### config.mk
export PLATFORM = sky130hd
export DESIGN_NAME = regbank_arbiter
export DESIGN_NICKNAME = d
export VERILOG_FILES = /design/src/rtl/regbank_arbiter.sv
export SDC_FILE = /design/constraint.sdc
export NUM_CORES = 1
export LEC_CHECK = 0
export CORE_MARGIN = 2
export CORE_UTILIZATION = 45
export CTS_CLUSTER_DIAMETER = 120
export DETAILED_ROUTE_END_ITERATION = 8
export PLACE_DENSITY = 0.74
export SLEW_MARGIN = 25
export SYNTH_ARGS = -nofsm -noshare
export SYNTH_HDL_FRONTEND = slang
export SYNTH_SLANG_ARGS = --single-unit
export TNS_END_PERCENT = 30
### constraint.sdc
create_clock -name clk -period 2.5 [get_ports clk]
set_input_delay 0.375 -clock clk [delete_from_list [all_inputs] [get_ports clk]]
set_output_delay 0.375 -clock clk [all_outputs]
set_load 0.02 [all_outputs]
### src/rtl/regbank_arbiter.sv
// rtl/regbank_arbiter.sv - 3-requester round-robin arbiter writing a 4x8 register bank.
// Define REGBANK_ARB_STATS_EN to add the saturating wr_count output.
module regbank_arbiter (
  input  logic        clk,
  input  logic        reset,
  input  logic [2:0]  req,
  input  logic [5:0]  waddr,
  input  logic [23:0] wdata,
  output logic [2:0]  gnt,
  output logic [2:0]  ack,
  input  logic [1:0]  raddr,
  output logic [7:0]  rdata,
  output logic        busy
`ifdef REGBANK_ARB_STATS_EN
  ,
  output logic [7:0]  wr_count
`endif
);

  localparam logic [1:0] IDLE  = 2'd0;
  localparam logic [1:0] GRANT = 2'd1;
  localparam logic [1:0] WRITE = 2'd2;

  logic [1:0]      state_q, state_d;
  logic [1:0]      winner_q, winner_d;
  logic [1:0]      ptr_q, ptr_d;
  logic [3:0][7:0] bank_q, bank_d;

  logic [1:0] pick;
  logic [2:0] win_oh;
  logic       win_req;
  logic [1:0] win_addr;
  logic [7:0] win_data;

  function automatic logic [1:0] inc3(input logic [1:0] v);
    return (v == 2'd2) ? 2'd0 : v + 2'd1;
  endfunction

  // ptr_q names the requester with highest priority; the other two follow cyclically.
  always_comb begin
    pick = ptr_q;
    case (ptr_q)
      2'd1:    pick = req[1] ? 2'd1 : (req[2] ? 2'd2 : 2'd0);
      2'd2:    pick = req[2] ? 2'd2 : (req[0] ? 2'd0 : 2'd1);
      default: pick = req[0] ? 2'd0 : (req[1] ? 2'd1 : 2'd2);
    endcase
  end

  always_comb begin
    win_oh   = 3'b001;
    win_addr = waddr[1:0];
    win_data = wdata[7:0];
    case (winner_q)
      2'd1: begin
        win_oh   = 3'b010;
        win_addr = waddr[3:2];
        win_data = wdata[15:8];
      end
      2'd2: begin
        win_oh   = 3'b100;
        win_addr = waddr[5:4];
        win_data = wdata[23:16];
      end
      default: ;
    endcase
    win_req = |(req & win_oh);
  end

  always_comb begin
    state_d  = state_q;
    winner_d = winner_q;
    ptr_d    = ptr_q;
    bank_d   = bank_q;
    case (state_q)
      IDLE: begin
        if (|req) begin
          winner_d = pick;
          state_d  = GRANT;
        end
      end
      GRANT: begin
        // A dropped request aborts without touching the bank or the priority pointer.
        if (win_req) begin
          bank_d[win_addr] = win_data;
          ptr_d            = inc3(winner_q);
          state_d          = WRITE;
        end else begin
          state_d = IDLE;
        end
      end
      default: state_d = IDLE;
    endcase
  end

  always_ff @(posedge clk or posedge reset) begin
    if (reset) begin
      state_q  <= IDLE;
      winner_q <= 2'd0;
      ptr_q    <= 2'd0;
      bank_q   <= '0;
    end else begin
      state_q  <= state_d;
      winner_q <= winner_d;
      ptr_q    <= ptr_d;
      bank_q   <= bank_d;
    end
  end

  assign gnt   = (state_q == GRANT) ? win_oh : 3'b000;
  assign ack   = (state_q == WRITE) ? win_oh : 3'b000;
  assign busy  = (state_q != IDLE);
  assign rdata = bank_q[raddr];

`ifdef REGBANK_ARB_STATS_EN
  logic [7:0] wr_count_q, wr_count_d;

  always_comb begin
    wr_count_d = wr_count_q;
    if ((state_q == GRANT) && win_req && (wr_count_q != 8'hFF)) begin
      wr_count_d = wr_count_q + 8'd1;
    end
  end

  always_ff @(posedge clk or posedge reset) begin
    if (reset) begin
      wr_count_q <= 8'h00;
    end else begin
      wr_count_q <= wr_count_d;
    end
  end

  assign wr_count = wr_count_q;
`endif

endmodule

==> flow_summary_export.csv, run 1 <==
group,metric,value,unit
pwr,p_comb_frac,0.577,
critical_path,regToRegStartpoint,"winner_q[0]$_DFFE_PP0P_",
place,gp_routability_congestion,0.833,
critical_path,cp_launch_point,"raddr[0]",
floorplanning,chipWidth,71.2,um
routing,detailedRoute.firstPassIterationCount,4,
sta,max-slew-margin-rel,0.681,
routing,drc,0,
clock_tree,cts_max_path_buffers,2,
pwr,vdd_drop_max,0.651,mV
cells_and_area,post_layout_nonfiller_instances,275,
pwr,p_int,2.15,mW
critical_path,path_max_fanout,8,
synth,synth_top_flop_cell,"sky130_fd_sc_hd__dfrtp_1",
global_routing,grt-ovfl-total,0,
sta,timing.setup.tns,0,ns
synth,synth.yosys.warnings,0,
outcome,outcome,"finished, final reports clean",
synth,synthesis.instances,159,
clock_tree,cts.repair_timing.setup_buffer_count,0,
sta,timing.final.max_slew_violations,0,
place,numPortBuffers,51,
place,place_inst,267,
sta,worst_margin_slew,0.479,ns
synth,async_reset_ff_frac,1.00,
critical_path,critical_path.most_common_cell,"sky130_fd_sc_hd__clkdlybuf4s50_1",
cells_and_area,layout.core_utilization,0.640,
synth,netlist_top_cells_count,"sky130_fd_sc_hd__dfrtp_1 (38), sky130_fd_sc_hd__mux2_2 (31), sky130_fd_sc_hd__nor2_1 (14), sky130_fd_sc_hd__a21oi_1 (10), sky130_fd_sc_hd__a22oi_1 (9)",
synth,synth_fp_nets,202,
synth,synthTopCellsByArea,"sky130_fd_sc_hd__dfrtp_1 (47%), sky130_fd_sc_hd__mux2_2 (17%), sky130_fd_sc_hd__mux4_2 (8.9%)",
cells_and_area,flow.area_growth_from_synthesis,37.0,%
floorplanning,num_io_pins,52,
synth,synth.top_cell.area_share,0.467,
critical_path,crit_arrival,2.09,ns
sta,rsz0062_at_grt,"no",
synth,ys_seq_area_frac,0.467,
floorplanning,initial_utilization,0.467,
pwr,totalPowerFinal,3.55,mW
critical_path,crit_path_cell_trace,"clkdlybuf4s50_1 > buf_12 > mux4_2 > clkdlybuf4s50_1",
sta,min_period,2.46,ns
cells_and_area,num_antenna_cells,0,
global_routing,pin_count_of_the_biggest_net_entering_global_routing,39,
global_routing,wire_length_of_the_first_global_routing_pass,7.84,mm
synth,yosysUniqueCellTypes,30,
synth,synth_area,0.00203,mm2
sta,final-setup-viol-count,0,
floorplanning,core_area,0.00435,mm2
global_routing,overall_global_routing_resource_usage,0.203,
global_routing,antenna_found_initial,0,
routing,detail_route.wirelength,4.86,mm
sta,max_freq,406,MHz
clock_tree,postCtsResizedCells,0,
cells_and_area,final_nets,265,
sta,finalClockSkew,0.00172,ns
critical_path,slowest_delay,0.55,ns
floorplanning,placement_rows,24,
place,place_area,0.00268,mm2
pwr,seq_power_share,0.305,
synth,synth_enable_flop_cells,0,
clock_tree,clkSinkCount,38,
cells_and_area,post_route_cells_drive_above_1_share,0.291,
pwr,p_sw,1.40,mW
clock_tree,cts_made_buffers,5,
clock_tree,clk_root_buffer_cell,"sky130_fd_sc_hd__clkbuf_8",
critical_path,cp.required,2.12,ns
critical_path,timing.critical_path.from_type,"primary input",
synth,post_synth.cell_area_avg,12.8,um2
routing,detail_route.wl_per_cell,17.7,um
clock_tree,ctsHoldBuffers,0,
clock_tree,worst_skew_pair.late_latency,0.28,ns
cells_and_area,stdcell_area,0.00279,mm2
routing,via_count,1514,
critical_path,critical_path.endpoint,"rdata[3]",
global_routing,vias_in_the_first_global_route,1631,
place,place.detailed.hpwl,3.63,mm
critical_path,ff2ff_path_depth,7,
sta,post-route-period-util,0.985,
synth,cell_taking_the_most_area_after_synthesis,"sky130_fd_sc_hd__dfrtp_1",
clock_tree,clock_tree.htree_level_count,2,
flow_run,max-cap-violations,0,
critical_path,reg2reg_setup_slack,0.14,ns
critical_path,timing.critical_path.slowest_stage_cell,"sky130_fd_sc_hd__clkdlybuf4s50_1",
critical_path,setup.worst_path.end_class,"primary output",
clock_tree,clock_slew_seen_by_the_registers_of_the_worst_setup_and_hold_paths,0.07,ns
floorplanning,die_area,0.00508,mm2
routing,route.detailed.vias_per_inst,5.51,
pwr,swShare,0.395,
routing,antenna_violating_nets_post_route,0,
synth,synth.most_common_cell,"sky130_fd_sc_hd__dfrtp_1",
critical_path,critical_path_class,"in2out",
pwr,leakage,1.25,nW
sta,finalHoldViolations,0,
pwr,power_density,1270,mW/mm2
routing,detail_route.iter0.violations,84,
min_path,worstHoldPathType,"in2async",
pwr,clockPowerShare,0.118,
floorplanning,die_y,71.2,um
synth,yosys_register_bits,38,
critical_path,rr_endpoint,"bank_q[15]$_DFFE_PP0P_",
clock_tree,tritoncts,"done",
## logic make-up (layout without fill, tap and decap cells)
logic type	count (synthesis)	after routing	share of synthesized area
flip-flops	38	38	0.467
adder cells (fa/ha/maj)	6	6	0.0369
AO/OA/AOI/OAI	28	28	0.0941
AND/OR/NAND/NOR	33	33	0.0990
buffers and inverters	13	77	0.0258
multiplexers	41	41	0.277
## critical path: cells and delay by family
family	cells	cell delay [ns]
buffers and inverters	3	1.23
muxes	1	0.49
## worst min path at each step
stage / start / to / slack [ns]
6_report: reset / bank_q[10]$_DFFE_PP0P_ / 0.50
5_1_grt: bank_q[21]$_DFFE_PP0P_ / bank_q[21]$_DFFE_PP0P_ / 0.53
4_1_cts: bank_q[27]$_DFFE_PP0P_ / bank_q[27]$_DFFE_PP0P_ / 0.49
3_5_place_dp: bank_q[27]$_DFFE_PP0P_ / bank_q[27]$_DFFE_PP0P_ / 0.47
3_3_place_gp: bank_q[27]$_DFFE_PP0P_ / bank_q[27]$_DFFE_PP0P_ / 0.46
2_1_floorplan: bank_q[27]$_DFFE_PP0P_ / bank_q[27]$_DFFE_PP0P_ / 0.45
## per-stage QoR
stage / hold slack [ns] / worst slack (ns)
2_1_floorplan: 0.453 / 0.347
3_3_place_gp: 0.463 / 0.0310
3_5_place_dp: 0.471 / 0.0123
4_1_cts: 0.492 / 0.0108
5_1_grt: 0.531 / 0.00905
6_report: 0.499 / 0.0369
## cell usage in the layout, fill, tap and decap left out, types with 2 or more instances in the layout
cell type,Yosys,layout
sky130_fd_sc_hd__clkdlybuf4s50_1,0,44
sky130_fd_sc_hd__dlymetal6s2s_1,0,7
sky130_fd_sc_hd__o21ai_0,3,3
sky130_fd_sc_hd__mux2_2,31,31
sky130_fd_sc_hd__nand2_1,4,4
sky130_fd_sc_hd__nand3_2,2,2
sky130_fd_sc_hd__clkbuf_8,0,6
sky130_fd_sc_hd__nor3b_1,3,3
sky130_fd_sc_hd__nor3b_4,2,2
sky130_fd_sc_hd__dfrtp_1,38,38
sky130_fd_sc_hd__nand2b_1,2,2
sky130_fd_sc_hd__inv_1,7,7
sky130_fd_sc_hd__buf_4,0,10
sky130_fd_sc_hd__nor2_1,14,14
sky130_fd_sc_hd__ha_1,6,6
sky130_fd_sc_hd__nor2b_1,2,2
sky130_fd_sc_hd__a22oi_1,9,9
sky130_fd_sc_hd__mux4_2,8,8
sky130_fd_sc_hd__a21oi_1,10,10
## power groups by stage
stage | combinational, mW | sequential [mW] | clock (mW)
after floorplan | 1.40 | 1.03 | 0
after global placement | 1.98 | 1.06 | 0
after detailed placement | 2.07 | 1.09 | 0
after CTS | 2.07 | 1.08 | 0.430
after global routing | 2.21 | 1.12 | 0.459
final | 2.05 | 1.08 | 0.419
## area by class of cell
| class | instances | area, um2 |
|---|---|---|
| fill | 350 | 1570 |
| clock inverter | 1 | 5.00 |
| timing repair buffer | 62 | 623 |
| clock buffer | 7 | 86.3 |
| sequential | 38 | 951 |
| tap | 52 | 65.1 |
| multi-input combinational | 108 | 1030 |
| inverter | 7 | 26.3 |
## sequential cells by signal, indices dropped and copies added, names as in the netlist
signal    count
bank_q       32
state_q       2
winner_q      2
ptr_q         2
## metal layers
layer,global-route usage,part of all wire,vias up
met4,0.0524,0.015,0
met5,0,0,-
met1,0.255,0.41,767
met3,0.0464,0.034,11
li1,-,-,707
met2,0.355,0.54,29
Power figures use the tool's default switching activity.
==> run 2: changes to the inputs <==
--- a/config.mk
+++ b/config.mk
@@ -10,7 +10,6 @@
 export CTS_CLUSTER_DIAMETER = 120
 export DETAILED_ROUTE_END_ITERATION = 8
 export PLACE_DENSITY = 0.74
-export SLEW_MARGIN = 25
 export SYNTH_ARGS = -nofsm -noshare
 export SYNTH_HDL_FRONTEND = slang
 export SYNTH_SLANG_ARGS = --single-unit
==> results of run 2 <==
Final layout, timing and power as in run 1 (identical DEF).
